[src/rtl/rr_arbiter_32.sv]
// 32-way round-robin arbiter with descending-priority search, per-grant hold limit
// and a one-cycle timeout pulse when a grant is forcibly released.
module rr_arbiter_32 #(
    parameter int unsigned MAX_HOLD = 255
) (
    input  logic        clk,
    input  logic        rst,
    input  logic [31:0] req,
    input  logic        done,
    output logic [31:0] gnt,
    output logic [4:0]  gnt_id,
    output logic        gnt_valid,
    output logic        timeout
);

    localparam int unsigned N     = 32;
    localparam int unsigned ID_W  = 5;
    localparam int unsigned CNT_W = 16;
    localparam logic [CNT_W-1:0] HOLD_LIMIT = CNT_W'(MAX_HOLD);

    typedef enum logic {
        IDLE  = 1'b0,
        GRANT = 1'b1
    } state_t;

    state_t           state_q, state_d;
    logic [ID_W-1:0]  ptr_q, ptr_d;
    logic [N-1:0]     gnt_q, gnt_d;
    logic [ID_W-1:0]  gnt_id_q, gnt_id_d;
    logic             gnt_valid_q, gnt_valid_d;
    logic             timeout_q, timeout_d;
    logic [CNT_W-1:0] hold_q, hold_d;

    logic             pick_found_c;
    logic [ID_W-1:0]  pick_id_c;
    logic             early_release_c;
    logic             hold_hit_c;

    // First set request walking down from ptr, wrapping 0 -> 31.
    always_comb begin
        pick_found_c = 1'b0;
        pick_id_c    = '0;
        for (int i = 0; i < N; i++) begin
            if (!pick_found_c && req[ptr_q - ID_W'(i)]) begin
                pick_found_c = 1'b1;
                pick_id_c    = ptr_q - ID_W'(i);
            end
        end
    end

    // Done or a dropped request outranks the hold limit.
    assign early_release_c = done | ~req[gnt_id_q];
    assign hold_hit_c      = (hold_q == HOLD_LIMIT);

    always_comb begin
        state_d     = state_q;
        ptr_d       = ptr_q;
        gnt_d       = gnt_q;
        gnt_id_d    = gnt_id_q;
        gnt_valid_d = gnt_valid_q;
        timeout_d   = 1'b0;
        hold_d      = hold_q;

        unique case (state_q)
            IDLE: begin
                gnt_d       = '0;
                gnt_id_d    = '0;
                gnt_valid_d = 1'b0;
                hold_d      = '0;
                if (pick_found_c) begin
                    state_d            = GRANT;
                    gnt_d[pick_id_c]   = 1'b1;
                    gnt_id_d           = pick_id_c;
                    gnt_valid_d        = 1'b1;
                    hold_d             = CNT_W'(1);
                    ptr_d              = pick_id_c - ID_W'(1);
                end
            end
            GRANT: begin
                if (early_release_c || hold_hit_c) begin
                    state_d     = IDLE;
                    gnt_d       = '0;
                    gnt_id_d    = '0;
                    gnt_valid_d = 1'b0;
                    hold_d      = '0;
                    timeout_d   = hold_hit_c & ~early_release_c;
                end else begin
                    hold_d = hold_q + CNT_W'(1);
                end
            end
            default: begin
                state_d = IDLE;
            end
        endcase
    end

    always_ff @(posedge clk or posedge rst) begin
        if (rst) begin
            state_q     <= IDLE;
            ptr_q       <= ID_W'(N - 1);
            gnt_q       <= '0;
            gnt_id_q    <= '0;
            gnt_valid_q <= 1'b0;
            timeout_q   <= 1'b0;
            hold_q      <= '0;
        end else begin
            state_q     <= state_d;
            ptr_q       <= ptr_d;
            gnt_q       <= gnt_d;
            gnt_id_q    <= gnt_id_d;
            gnt_valid_q <= gnt_valid_d;
            timeout_q   <= timeout_d;
            hold_q      <= hold_d;
        end
    end

    assign gnt       = gnt_q;
    assign gnt_id    = gnt_id_q;
    assign gnt_valid = gnt_valid_q;
    assign timeout   = timeout_q;

endmodule

[config.mk]
export PLATFORM = sky130hd
export DESIGN_NAME = rr_arbiter_32
export DESIGN_NICKNAME = d
export VERILOG_FILES = /design/src/rtl/rr_arbiter_32.sv
export SDC_FILE = /design/constraint.sdc
export NUM_CORES = 1
export LEC_CHECK = 0
export ABC_AREA = 1
export CORE_MARGIN = 2
export CORE_UTILIZATION = 45
export CTS_CLUSTER_SIZE = 8
export DETAILED_ROUTE_END_ITERATION = 12
export HOLD_SLACK_MARGIN = 0.05
export PLACE_DENSITY_LB_ADDON = 0.1
export SYNTH_ARGS = -nofsm -noshare
export SYNTH_HDL_FRONTEND = slang
export SYNTH_SLANG_ARGS = --single-unit
[constraint.sdc]
create_clock -name clk -period 6.95 [get_ports clk]
set_clock_uncertainty 0.2 [all_clocks]
set_input_delay 2.085 -clock clk [delete_from_list [all_inputs] [get_ports clk]]
set_output_delay 2.085 -clock clk [all_outputs]
set_load 0.02 [all_outputs]
* Word-level counts from Yosys, hierarchy flattened
Index checks and enable logic that the tools add are counted.
** Operators by class
- Bitwise gates (word level) :: 5
- $lt $le $gt $ge :: 35
- Muxes and demuxes :: 148
- Equality and inequality tests :: 2
- Reductions and logical operators :: 65
- $add $sub $neg :: 33
** Operators by type and width (number)
- $lt 5x6->1 const B :: 34
- $mux 5 :: 34
- $bmux 1 s5 :: 33
- $sub 5x5->5 const B :: 16
- $mux 1 :: 72
- $mux 32 :: 2
- $pmux 32 s2 :: 1
- $sub 5x4->5 const B :: 8
- $logic_and 1x1->1 :: 32
- $pmux 16 s2 :: 1
- $logic_not 1->1 :: 31
- $sub 5x3->5 const B :: 4
- $add 16x1->16 const B :: 1
- $eq 16x8->1 const B :: 1
- $mux 16 :: 1
- $pmux 5 s2 :: 1
- $sub 5x1->5 const B :: 2
- $sub 5x2->5 const B :: 2
- $demux 1 s5 :: 1
- $ge 5x1->1 const B :: 1
- $pmux 1 s2 :: 2
- $not 1->1 :: 3
- $ne 2x1->1 const B :: 1
- $reduce_and 2->1 :: 1
- 3 further kinds :: 3
** Word-level totals
- Bits in registers :: 61
- Output and inout bits :: 39
- Bits of input ports :: 35
- Logic and storage cells :: 295

* Logic depth before layout (Yosys ltp)
Gate-level depths: netlist of run 1.
- Word-level depth :: 102
- Gate-level depth with buffers :: 45
- Depth with buffers taken out :: 42

* Worst setup path after synthesis of run 1
Ideal clock, no wire load.
- Path type :: input -> register
- Start point :: input req[27]
- End point :: register ptr_q[2]
- Slack :: 0.857 ns
- Stages on the path :: 31
- Arrival time :: 5.833 ns
- Required time :: 6.690 ns
- Setup time :: 0.060 ns
- Buffers on the path :: 0
- Cell sequence :: nand2_1 > nand3_1 > nand3_1 > nand3_1 > nand3_2 > nand2_4 > nor2_4 > nand4_4 > nor2_4 > nand4_4 > nor2_4 > nand4_2 > nor2_4 > nand4_2 > nor2_4 > nand4_4 > nor2_4 > nand4_4 > nor2_4 > nand4_4 > nor2_4 > nand3_2 > nand3_1 > nand2_2 > inv_1 > ha_1 > inv_1 > nor2_1 > o21bai_1 > nand2_1 > nand2_1
** On the way
- Longest elaborated chain between the ends :: 97
- Elaborated cells between the ends (all ways) :: 192
- Those cells by class :: 1 x add/sub; 128 x mux; 63 x reduce/logical
** Ends and longest elaborated chain
- from (decl) :: RTL line 8 : input logic [31:0] req,
- $bmux 1 s5 :: RTL line 44 : if (!pick_found_c && req[ptr_q - ID_W'(i)]) begin
- $mux 1 (not written as such) :: RTL line 44
- $mux 1 :: RTL line 44
- $logic_not 1->1 :: RTL line 44
- $logic_and 1x1->1 :: RTL line 44
- $mux 1 :: RTL line 44
- $logic_not 1->1 :: RTL line 44
- $logic_and 1x1->1 :: RTL line 44
- [81 not listed]
- $mux 1 :: RTL line 44
- $logic_not 1->1 :: RTL line 44
- $logic_and 1x1->1 :: RTL line 44
- $mux 1 :: RTL line 44
- $logic_not 1->1 :: RTL line 44
- $logic_and 1x1->1 :: RTL line 44
- $mux 5 or $mux 1 (tied branches) :: RTL line 44
- $sub 5x1->5 or $reduce_and 2->1 (tied branches)
- to (signal assigned) :: RTL line 100 : ptr_q <= ID_W'(N - 1);
- to (signal assigned) :: RTL line 108 : ptr_q <= ptr_d;
- to (decl) :: RTL line 27 : logic [ID_W-1:0] ptr_q, ptr_d;
Parallel ways exist; a longest one is shown, timed or not. The select of a mux whose other input is x is not followed.
A chain may end at the register's enable or synchronous reset.

* Worst setup path in the final report of run 1
- Start point :: input req[0]
- End point :: register gnt_q[1] (netlist: gnt[1])
** On the way
- Longest elaborated chain between the ends :: 102
- Elaborated cells between the ends (all ways) :: 203
- Those cells by class :: 2 x order compare; 1 x eq/ne; 134 x mux; 2 x bitwise; 64 x reduce/logical
** Ends and longest elaborated chain
- $bmux 1 s5 :: RTL line 44
- $mux 1 (not written as such) :: RTL line 44
- $mux 1 :: RTL line 44
- $logic_not 1->1 :: RTL line 44
- $logic_and 1x1->1 :: RTL line 44
- $mux 1 :: RTL line 44
- $logic_not 1->1 :: RTL line 44
- $logic_and 1x1->1 :: RTL line 44
- [86 not listed]
- $logic_and 1x1->1 :: RTL line 44
- $mux 5 :: RTL line 44
- $lt 5x6->1 (not written as such) or $ge 5x1->1 (tied branches) :: RTL line 72 : gnt_d[pick_id_c] = 1'b1;
- $logic_and 1x1->1 (not written as such) :: RTL line 72
- $mux 1 (not written as such) :: RTL line 72
- $demux 1 s5 :: RTL line 72
- $mux 32 :: RTL line 70 : if (pick_found_c) begin
- $pmux 32 s2 :: RTL line 64 : unique case (state_q)
- to (signal assigned) :: RTL line 109 : gnt_q <= gnt_d;
- to (decl) :: RTL line 28 : logic [N-1:0] gnt_q, gnt_d;
Parallel ways exist; a longest one is shown, timed or not. The select of a mux whose other input is x is not followed.

==> run summary, run 1 <==
Final Net Count = 1,365
Fillers = 1,603
Routed WL = 27,060 um
Area delta synth->final = 20.09%
Chip Width = 131.2 um
Die area = 17,220 um^2
Final ANT Viol Nets = 0
Layout cells sized above 1 = 11.54%
Status = finished clean
WP buf/inv = 5
Vias/cell = 5.589
Initial Util = 46.01%
Fin crit period = 6.572 ns
Fmax = 152.2 MHz
Final period utilization = 94.56%
Cell variety after synth = 48
Most used cell, CP = nand2_1
Rows = 46
Worst-Margin Slew = 0.9859 ns
CP Class = in2reg
Max-cap violations = 0
CTS tree = built
Final hold viol count = 0
Multi-input combinational cell area = 5092 um^2
Slew headroom = 34.20%
Vias = 8,568
Top Family by Delay on Critical Path = simple AND/OR/NAND/NOR gates
Cells after Synth = 1,224
Reg2Reg Setup Slack = 0.67 ns
Placement Cell Area = 8393 um^2
Largest net degree at the start of global routing = 62
Critical path's largest stage delay = 0.45 ns
HPWL Detailed = 21,020 um
Grt total ovfl = 0
I/O Pins = 74
Core area = 15,830 um^2
Drt wl/cell = 17.65 um
Worst path slowest cell = clkdlybuf4s50_1
Worst path required time = 7.02 ns
Worst skew pair latency = 0.33 ns
#FFs+latches synth = 61
Critical Path Fanout Max = 5
Iteration-0 DRC Markers = 950
TritonCTS Buffers = 9
Die height = 131.2 um
Placer Congestion = 1.019
CP Capture Type = flop
Seq/Total Area, Yosys = 21.05%
Critical path launch point type = primary input
Final instance area = 8745 um^2
First-pass GRT wire length = 42,700 um
CTS clk-pin slew, worst paths = 0.06 ns
GRT Resource Usage Total = 31.38%
Post-Syn Nets = 1,277
Clock root buffer = clkbuf_16
Max Slew Vio Count = 0
Register area = 1533 um^2
Syn avg cell area = 5.949 um^2
Synth Cell Area = 7282 um^2
H-tree lvl count = 3
Clock tree buffer depth = 2
DRT Pass-1 Iters = 6
Ys Warns = 0
DRC = 0
HP Class = reg2reg
Number of port buffers = 73
Antenna violations before repair = 0
# clock sinks = 61
WP data arrival = 6.64 ns
Vias in the first global route = 7,948
Diode count = 0
Final setup fails = 0
## registers in the layout (all words and copies together) (netlist names)
| register | flops |
|---|---|
| gnt | 32 |
| gnt_id | 5 |
| ptr_q | 5 |
| timeout | 1 |
| state_q | 1 |
| gnt_valid | 1 |
| hold_q | 16 |
## metal layers
| metal | GRT usage [%] | wire length (um) | up-vias |
|---|---|---|---|
| li1 | - | - | 4183 |
| met1 | 41.86 | 11730 | 3892 |
| met2 | 48.45 | 11700 | 412 |
| met3 | 7.330 | 2407 | 81 |
| met4 | 13.95 | 1226 | 0 |
| met5 | 0 | 0 | - |
## synth_stat cells, drive strengths merged
library cell | instances | share of area (%)
nor3b | 3 | 0.31
inv | 124 | 6.4
nand4 | 34 | 4.3
buf | 31 | 2.8
nand3b | 7 | 0.72
dfrtp | 56 | 19
xor2 | 20 | 2.9
a31oi | 13 | 1.1
dfstp | 5 | 1.8
xnor2 | 6 | 0.82
o221ai | 3 | 0.36
ha | 18 | 3.1
o21ai | 46 | 3.4
nand2 | 394 | 21
nor4 | 3 | 0.26
or3 | 1 | 0.086
clkinv | 5 | 0.26
nand3 | 239 | 17
a32o | 2 | 0.27
o22ai | 4 | 0.34
or2 | 2 | 0.17
o311ai | 1 | 0.12
o21bai | 2 | 0.21
o21a | 7 | 0.72
nor2 | 147 | 9.0
a21oi | 23 | 1.9
nor3 | 17 | 1.2
clkbuf | 11 | 0.57
## cells in the final DEF (no fill, tap or decap), drive strengths merged, types with 13 or more instances in the layout
master and count:
a21oi 23, a31oi 13, buf 46, clkdlybuf4s50 73, dfrtp 56, ha 18, inv 126, nand2 394
nand3 239, nand4 34, nor2 147, nor3 17, o21ai 46, xor2 20
## worst min-delay path: stages, from the launching register on
cell     delay, ns
dfrtp_1       0.34
nand2_1       0.05
nand2_1       0.06
## through the flow
step                      hold slack, ns  std cells  setup WS, ns  TNS [ns]  utilization [%]
final                             0.2754       1533        0.3784         0            55.25
after global routing              0.2968       1533      -0.01482  -0.02628            55.25
after CTS                         0.2836       1532        0.2878         0            54.76
after detailed placement          0.2643       1516      -0.04691  -0.07182            53.03
after global placement            0.2651       1516       0.03848         0            53.03
after floorplan                   0.2593       1224        0.8570         0                -
## what timing repair did
action	4_1_cts	5_1_grt
hold buffers	0	0
resized for setup	0	16
setup buffers	0	1
endpoints found under the setup margin	0	34
## worst paths after layout
check                                startpoint               endpoint  depth (start not counted)
setup / recovery                         req[0]     gnt[1]$_DFFE_PP0P_                         34
max in group asynchronous                   rst    hold_q[6]$_DFF_PP0_                          3
hold reg to reg             gnt[18]$_DFFE_PP0P_    gnt[18]$_DFFE_PP0P_                          2
hold / removal              gnt[18]$_DFFE_PP0P_    gnt[18]$_DFFE_PP0P_                          2
min in group asynchronous                   rst  gnt_id[3]$_DFFE_PP0P_                          3
setup reg to reg           ptr_q[1]$_DFFE_PP1P_     gnt[1]$_DFFE_PP0P_                         35
## final cells by class
type	count	share of cell area, %
flip-flops and latches	61	17.53
clock buffers	9	2.575
inverters	129	5.566
repair buffers	119	12.45
clock inverters	7	0.5580
well taps	216	3.091
multi-input cells	992	58.23
## kinds of logic (layout without fill, tap and decap cells)
logic type               count (synthesis)  in the layout  synth area share (%)
AO/OA/AOI/OAI                          101            101                 8.454
XOR/XNOR                                26             26                 3.694
adder cells (fa/ha/maj)                 18             18                 3.093
buffers and inverters                  171            264                 10.09
flip-flops                              61             61                 21.05
AND/OR/NAND/NOR                        847            847                 53.63
Power of run 1 is not shown: default switching activity piles up to over one toggle a cycle in this logic, so the estimate is an artifact.
==> inputs of run 2 (changes only) <==
GPL_TIMING_DRIVEN = 0   (was default)
==> run 2 against run 1 <==
Cell count is 0.91% higher. Global-route usage shrank 0.55 points. Wire length shrank 0.59%.
==> run summary, run 2 (synthesis results as in run 1) <==
Slew headroom = 22.59% (-12 points)
CTS clk-pin slew, worst paths = 0.05 ns (about the same)
Die height = 131.2 um (unchanged)
Max FFs per register = 32 (unchanged)
Clock tree buffer depth = 2 (unchanged)
Vias in the first global route = 7,986 (+0.48%)
CTS tree = built
Placer Congestion = 1.009 (-0.93%)
Worst-Margin Slew = 1.156 ns (+0.1699 ns)
Vias/cell = 5.513 (-1.4%)
GRT Resource Usage Total = 30.82% (-0.55 points)
CP Class = reg2reg
Fmax = 151.5 MHz (-0.45%)
TritonCTS Buffers = 9 (unchanged)
Most frequent cells in the layout = nand2_1 (371), nand3_1 (224), nor2_1 (121)
Most used cell, CP = nand4_1
H-tree lvl count = 3 (unchanged)
Area delta synth->final = 23.38%
First-pass GRT wire length = 42,200 um (-1.2%)
DRT Pass-1 Iters = 6 (unchanged)
CP Capture Type = flop
Fillers = 1,625 (+1.4%)
Hold-fix buffers, CTS = 0 (unchanged)
Placement Cell Area = 8303 um^2 (-1.1%)
Final ANT Viol Nets = 0 (unchanged)
Number of port buffers = 73 (unchanged)
Max Slew Vio Count = 0 (unchanged)
Layout cells sized above 1 = 12.48% (+0.94 points)
Status = finished clean
Critical path launch point type = flop
HPWL Detailed = 20,930 um (-0.39%)
WP data arrival = 6.66 ns (+0.02 ns)
I/O Pins = 74 (unchanged)
Commonest non-fill, non-tap cell in the layout = nand2_1
Final hold viol count = 0 (unchanged)
Largest net degree at the start of global routing = 33 (-47%)
DRC = 0 (unchanged)
Chip Width = 131.2 um (unchanged)
HP Class = reg2reg
Worst path required time = 7.01 ns (about the same)
Clock root buffer = clkbuf_16
Worst skew pair latency = 0.32 ns (about the same)
Final period utilization = 94.98% (+0.43 points)
Grt total ovfl = 0 (unchanged)
Final instance area = 8985 um^2 (+2.7%)
Multi-input combinational cell area = 5166 um^2 (+1.4%)
Register area = 1533 um^2 (unchanged)
Critical path's largest stage delay = 0.57 ns (+0.12 ns)
Initial Util = 46.01% (unchanged)
Worst path slowest cell = dfstp_2
Die area = 17,220 um^2 (unchanged)
Drt wl/cell = 17.39 um (-1.5%)
Core area = 15,830 um^2 (unchanged)
Critical Path Fanout Max = 15 (+10)
Final Net Count = 1,378 (+0.95%)
Antenna violations before repair = 1 (+1)
Fin crit period = 6.601 ns (+0.02982 ns)
Routed WL = 26,900 um (-0.59%)
Max-cap violations = 0 (unchanged)
Iteration-0 DRC Markers = 772 (-19%)
Final setup fails = 0 (unchanged)
Rows = 46 (unchanged)
Vias = 8,528 (-0.47%)
# clock sinks = 61 (unchanged)
[run 2: cell types whose count changed in the layout (fill, tap and decap cells not counted), sizes merged]
cell and change:
clkdlybuf4s50 -32, dlymetal6s2s +32, clkbuf +13, inv -2, buf +1, bufinv +1
clkinv +1, clkinvlp -1, diode +1
[run 2: stage by stage]
step | hold slack [ns] | std cells | setup TNS (ns) | utilization [%] | setup WS, ns
after floorplan | 0.2593 | 1224 | 0 | - | 0.8570
after global placement | 0.2652 | 1513 | -14.00 | 52.33 | -0.5876
after detailed placement | 0.2643 | 1514 | -16.04 | 52.46 | -0.6702
after CTS | 0.2803 | 1530 | 0 | 54.51 | 0.02440
after global routing | 0.3021 | 1546 | -0.4036 | 56.75 | -0.04971
final | 0.2759 | 1547 | 0 | 56.77 | 0.3486
[run 2: area by class of cell]
type | count | share of cell area, %
multi-input combinational | 992 | 57.50
sequential | 61 | 17.06
timing repair buffer | 90 | 10.86
inverter | 129 | 5.417
tap | 216 | 3.008
buffer | 42 | 2.771
clock buffer | 10 | 2.660
clock inverter | 6 | 0.6963
antenna | 1 | 0.02785
[run 2: path summary, 6_finish.rpt]
path | to | cells past startpoint | slack [ns] | from
min in group asynchronous | gnt[6]$_DFFE_PP0P_ | 2 | 1.97 | rst
worst max-delay path | gnt[3]$_DFFE_PP0P_ | 37 | 0.35 | ptr_q[2]$_DFFE_PP1P_
worst min register to register | gnt[18]$_DFFE_PP0P_ | 2 | 0.28 | gnt[18]$_DFFE_PP0P_
max in group asynchronous | ptr_q[3]$_DFFE_PP1P_ | 3 | 3.92 | rst
worst min-delay path | gnt[18]$_DFFE_PP0P_ | 2 | 0.28 | gnt[18]$_DFFE_PP0P_
worst max register to register | gnt[3]$_DFFE_PP0P_ | 37 | 0.35 | ptr_q[2]$_DFFE_PP1P_
[run 2: routing by layer]
layer  track usage [%]  share of wire (%)  up-vias
li1                  -                  -     4218
met1             39.76                 41     3865
met2             49.62                 46      374
met3             5.478                8.3       71
met4             15.58                4.6        0
met5                 0                  0        -
[run 2: repair_timing]
item / in CTS / in global routing
endpoints found under the setup margin: 26 / 36
resized for setup: 6 / 65
buffers inserted: 0 / 16
pin swaps: 0 / 16
cloned: 0 / 0
[run 2: worst max-delay path, delay by kind of cell (launching register included)]
family / cells / cell delay, ns
DFF: 1 / 0.57
adders and majority gates: 2 / 0.60
and+or+nand+nor: 27 / 3.71
buffers and inverters: 8 / 1.43
Power of run 2 is left out for the same reason.
==> inputs of run 3 (changes only) <==
CORE_UTILIZATION = 35   (was 45)
SLEW_MARGIN = 20   (was default)
TNS_END_PERCENT = 30   (was default)
==> run 3 against run 2 <==
Hold slack better by 0.00097 ns. Worst setup slack better by 0.10 ns. Register-to-register slack better by 0.10 ns. Global-route usage is 4.7 points lower. Via count is 0.11% higher. Utilization is 12 points lower. First-iteration DRC count is 2.1% higher. Cell count is 3.2% higher. Critical path depth is 5 lower. Flip-flop and latch count stayed put. Non-clock buffer count is 3 lower. Largest cell class unchanged. Highest routed layer unchanged.
==> run summary, run 3 (synthesis results as in run 1) <==
WP data arrival = 6.57 ns (-0.09 ns)
Most used cell, CP = nor2_4
Max-cap violations = 0 (unchanged)
Most frequent cells in the layout = nand2_1 (370), nand3_1 (227), nor2_1 (120)
Vias in the first global route = 8,025 (+0.49%)
First-pass GRT wire length = 44,480 um (+5.4%)
Drt wl/cell = 18.08 um (+4.0%)
Iteration-0 DRC Markers = 788 (+2.1%)
WL met2 = 12,970 um (+5.8%)
Pre-CTS WS = -0.6526 ns (+0.01757 ns)
Worst path required time = 7.02 ns (about the same)
Fmax = 153.8 MHz (+1.5%)
Commonest non-fill, non-tap cell in the layout = nand2_1
Top layer reached by signal wires = met4
Rows = 52 (+13%)
I/O Pins = 74 (unchanged)
Vias/cell = 5.346 (-3.0%)
Max FFs per register = 32 (unchanged)
Worst skew pair latency = 0.33 ns (about the same)
Critical path's largest stage delay = 0.21 ns (-0.36 ns)
Layout cells sized above 1 = 12.21% (-0.27 points)
Max Slew Vio Count = 0 (unchanged)
CTS clk-pin slew, worst paths = 0.06 ns (about the same)
Routed WL = 28,880 um (+7.3%)
Finished Layout Cells = 1,597 (+3.2%)
Core area = 20,300 um^2 (+28%)
RSZ-0062 raised after global routing = no
Status = finished clean
Fin crit period = 6.502 ns (-0.09969 ns)
WL met3 = 2047 um (-8.4%)
Worst path slowest cell = nor2_4
Worst hold slack = 0.2769 ns (+0.0009720 ns)
Worst-Margin Slew = 1.080 ns (-0.07578 ns)
Slew headroom = 27.66% (+5.1 points)
Die area = 21,980 um^2 (+28%)
GRT Resource Usage Total = 26.12% (-4.7 points)
Post-route setup slack = 0.4483 ns (+0.09969 ns)
CTS tree = built
Area delta synth->final = 23.40% (about the same)
TritonCTS Buffers = 9 (unchanged)
Grt total ovfl = 0 (unchanged)
# clock sinks = 61 (unchanged)
Initial Util = 35.87% (-10 points)
Final Net Count = 1,375 (-0.22%)
Clock root buffer = clkbuf_16
Die height = 148.2 um (+13%)
Number of port buffers = 73 (unchanged)
CP Capture Type = flop
Hold-fix buffers, CTS = 0 (unchanged)
DRC = 0 (unchanged)
Final period utilization = 93.55% (-1.4 points)
Chip Width = 148.2 um (+13%)
Placed cell count = 1,568 (+3.6%)
Vias = 8,537 (+0.11%)
H-tree lvl count = 3 (unchanged)
Final setup fails = 0 (unchanged)
Critical Path Fanout Max = 6 (-9)
DRT Pass-1 Iters = 5 (-1)
CP Class = in2reg
Placer Congestion = 1.023 (+1.3%)
Largest net degree at the start of global routing = 46 (+39%)
Critical path launch point type = primary input
Diode count = 0 (-1)
Clock tree buffer depth = 2 (unchanged)
HP Class = reg2reg
HPWL Detailed = 23,060 um (+10%)
Final ANT Viol Nets = 0 (unchanged)
Met1 wire length = 13,320 um (+19%)
Antenna violations before repair = 0 (-1)
Final hold viol count = 0 (unchanged)
==> run 3: critical path, delay by kind of cell <==
| kind | cells | cell delay [ns] |
|---|---|---|
| fa+ha+maj | 1 | 0.15 |
| simple gates | 27 | 3.80 |
| buf+inv | 4 | 0.53 |
==> run 3: per-layer routing <==
layer / GRT usage (%) / vias to the layer above
met1: 36.47 / 3980
li1: - / 4212
met2: 42.27 / 308
met3: 4.110 / 37
met4: 6.571 / 0
met5: 0 / -
==> run 3: layout make-up <==
class / instances / area, um^2
clock buffer: 9 / 225.2
tap: 270 / 337.8
sequential: 61 / 1533
fill: 2209 / 11310
inverter: 129 / 489.2
multi-input combinational: 992 / 5136
timing repair buffer: 87 / 960.9
clock inverter: 7 / 50.05
buffer: 42 / 254.0
==> run 3: through the flow <==
stage	area (um^2)	TNS, ns	util, %
CTS	8678	-0.0009313	42.75
finish	8986	0	44.27
floorplan	7282	0	-
global placement	8351	-16.31	41.14
detailed placement	8381	-16.79	41.28
global route	8986	0	44.27
==> run 3: path summary, 6_finish.rpt <==
check,start,endpoint,slack [ns],cells after the start
worst max-delay path,req[14],gnt[12]$_DFFE_PP0P_,0.45,32
worst min-delay path,gnt[24]$_DFFE_PP0P_,gnt[24]$_DFFE_PP0P_,0.28,2
worst max register to register,ptr_q[1]$_DFFE_PP1P_,gnt[12]$_DFFE_PP0P_,0.45,37
worst min register to register,gnt[24]$_DFFE_PP0P_,gnt[24]$_DFFE_PP0P_,0.28,2
max in group asynchronous,rst,ptr_q[3]$_DFFE_PP1P_,4.17,3
min in group asynchronous,rst,gnt[2]$_DFFE_PP0P_,1.84,2
==> run 3: timing repair <==
action                     CTS  global route
buffers inserted             0            13
setup endpoints to repair   27            39
gates resized for setup      6            64
pin swaps                    0            15
Power of run 3 is left out for the same reason.
==> RTL change (flow settings as in run 2) <==
Put one more register stage on the output `timeout`, cleared by the reset. The value now appears one clock later. The other outputs are not delayed to match. Comments in the files are not updated.
--- a/src/rtl/rr_arbiter_32.sv
+++ b/src/rtl/rr_arbiter_32.sv
@@ -118,5 +118,11 @@
     assign gnt_id    = gnt_id_q;
     assign gnt_valid = gnt_valid_q;
-    assign timeout   = timeout_q;
+    always_ff @(posedge clk or posedge rst) begin
+        if (rst) begin
+            timeout <= '0;
+        end else begin
+            timeout <= timeout_q;
+        end
+    end
 
 endmodule
Function: same outputs for any inputs over 4 cycles, from zero or initial values and one cycle with rst high; that may be too few to reach the edited logic, so the function may still have changed.
==> RTL change against run 2 <==
- setup slack got worse by 0.094 ns
- wire length fell by 1.6%
- area after synthesis fell by 3.3%
- sequential cell count rose by 1
- final area fell by 2.6%
- critical path type is now primary input to register
- critical endpoint is now ptr_q[2]$_DFFE_PP1P_
- highest routed layer unchanged
Power is not shown: default switching activity piles up to over one toggle a cycle in this logic, so the estimate is an artifact.
==> RTL change: results (changes against run 2) <==
- Num CTS Buffers: 9 (unchanged)
- Maximum clock path buffer count: 2 (unchanged)
- Vias in the first global route: 7603 (was 7986)
- Post-Synthesis Net Count: 1235 (was 1277)
- Synth warn: 0 (unchanged)
- Worst Path Arrival: 6.75 ns (was 6.66 ns)
- Clk Tree Root Cell: clkbuf_16 (unchanged)
- 1st-iter DRT viols: 879 (was 772)
- GRT Total Usage: 31.4% (was 30.8%)
- Largest register FFs: 32 (unchanged)
- First-pass GRT wire length: 40300 um (was 42200 um)
- Min-Delay Path Class: register to register (unchanged)
- Final #Nets: 1335 (was 1378)
- Setup Viol. Count Final: 0 (unchanged)
- HPWL Detailed: 20700 um (was 20900 um)
- Unique masters post-synth: 48 (unchanged)
- Clk_lat worst skew: ~0.33 ns
- H-tree levels: 3 (unchanged)
- Top cells by area, synth: dfrtp_1 (20%), nand2_1 (18%), nand3_1 (17%) (was nand2_1 (20%), dfrtp_1 (19%), nand3_1 (16%))
- Routability cong.: 1.01 (about the same)
- Initial DRT Pass Iterations: 8 (was 6)
- Area after DPL: 8060 um^2 (was 8300 um^2)
- Slew HR: 46.8% (was 22.6%)
- Asr flop ratio synth: 100% (unchanged)
- I/O Buffers: 73 (unchanged)
- Layout cell share with drive strength beyond 1: 13.5% (was 12.5%)
- Cell family with most CP delay: simple AND/OR/NAND/NOR gates (unchanged)
- CP max stage cell: clkdlybuf4s50_1 (was dfstp_2)
- Via count: 8366 (was 8528)
- WL/cell: 17.7 um (was 17.4 um)
- Status: finished clean (unchanged)
- CTS clk-pin slew, worst paths: 0.05 ns (about the same)
- Most frequent cells after synthesis: nand2_1 (339), nand3_1 (234), nor2_1 (126) (was nand2_1 (381), nand3_1 (233), nor2_1 (127))
- Initial antenna violation count: 1 (unchanged)
- Critical Path Max Stage Delay: 0.47 ns (was 0.57 ns)
- Top_reg_cell synth: dfrtp_1 (unchanged)
- CP max FO: 5 (was 15)
- Register area share after synthesis: 22.1% (was 21.0%)
- Largest net degree at the start of global routing: 36 (was 33)
RTL change: cell count changes after synthesis, sizes merged, moves of 2 or more:
cell	before	now
clkinv	5	1
nand3b	7	3
o22ai	4	6
a31oi	13	8
nand2	394	343
nor2	147	141
nand3	239	236
buf	31	23
nand4	34	31
clkbuf	11	17
o21ai	46	67
inv	124	128
or2	2	5
RTL change: final timing paths:
path / start / to / slack [ns] / cells after the start
worst min-delay path: timeout_q$_DFF_PP0_ / timeout$_DFF_PP0_ / 0.15 / 0
min in group asynchronous: rst / hold_q[1]$_DFF_PP0_ / 1.94 / 2
worst max register to register: ptr_q[1]$_DFFE_PP1P_ / ptr_q[2]$_DFFE_PP1P_ / 0.35 / 41
max in group asynchronous: rst / ptr_q[3]$_DFFE_PP1P_ / 3.96 / 3
worst min register to register: timeout_q$_DFF_PP0_ / timeout$_DFF_PP0_ / 0.15 / 0
worst max-delay path: req[14] / ptr_q[2]$_DFFE_PP1P_ / 0.26 / 35
RTL change: cell families after synthesis:
| family | Yosys count | share of synthesized area, % |
|---|---|---|
| AOI/OAI and AO/OA | 126 | 10.6 |
| xor gates and xnor gates | 25 | 3.54 |
| DFF | 62 | 22.1 |
| buffers and inverters | 169 | 9.90 |
| adders and majority gates | 18 | 3.20 |
| muxes | 1 | 0.142 |
| and+or+nand+nor | 781 | 50.6 |
RTL change: what timing repair did:
action,in CTS,in global routing
buffers inserted,0,15
gates resized for setup,8,103
endpoints found under the hold margin,0,0
hold buffers,0,0
setup endpoints to repair,35,35
pin swaps,0,28
RTL change: layer usage:
metal | part of all wire [%] | global-route usage (%) | vias to the layer above
met4 | 4.4 | 14.2 | 0
met3 | 8.2 | 5.20 | 74
li1 | - | - | 4098
met1 | 42 | 40.7 | 3824
met5 | 0 | 0 | -
met2 | 45 | 51.4 | 370
RTL change: area by class of cell:
cell class | instances | area [um^2]
inverters | 129 | 492
fillers | 1528 | 6510
repair buffers | 89 | 933
clock buffers | 12 | 246
multi-input cells | 951 | 5020
well taps | 211 | 264
diodes | 1 | 2.50
clock inverters | 2 | 10.0
flip-flops and latches | 62 | 1560
plain buffers | 40 | 216
RTL change: metrics by stage:
step           setup TNS, ns  hold slack [ns]  cells  util [%]  setup slack, ns
3_5_place_dp          -13.01            0.143   1467      52.8           -0.595
5_1_grt               -0.146            0.174   1496      57.3          -0.0560
6_report                   0            0.149   1497      57.3            0.255
2_1_floorplan              0            0.131   1182         -             1.03
4_1_cts                    0            0.154   1481      54.6           0.0139
3_3_place_gp          -10.92            0.134   1466      52.7           -0.546
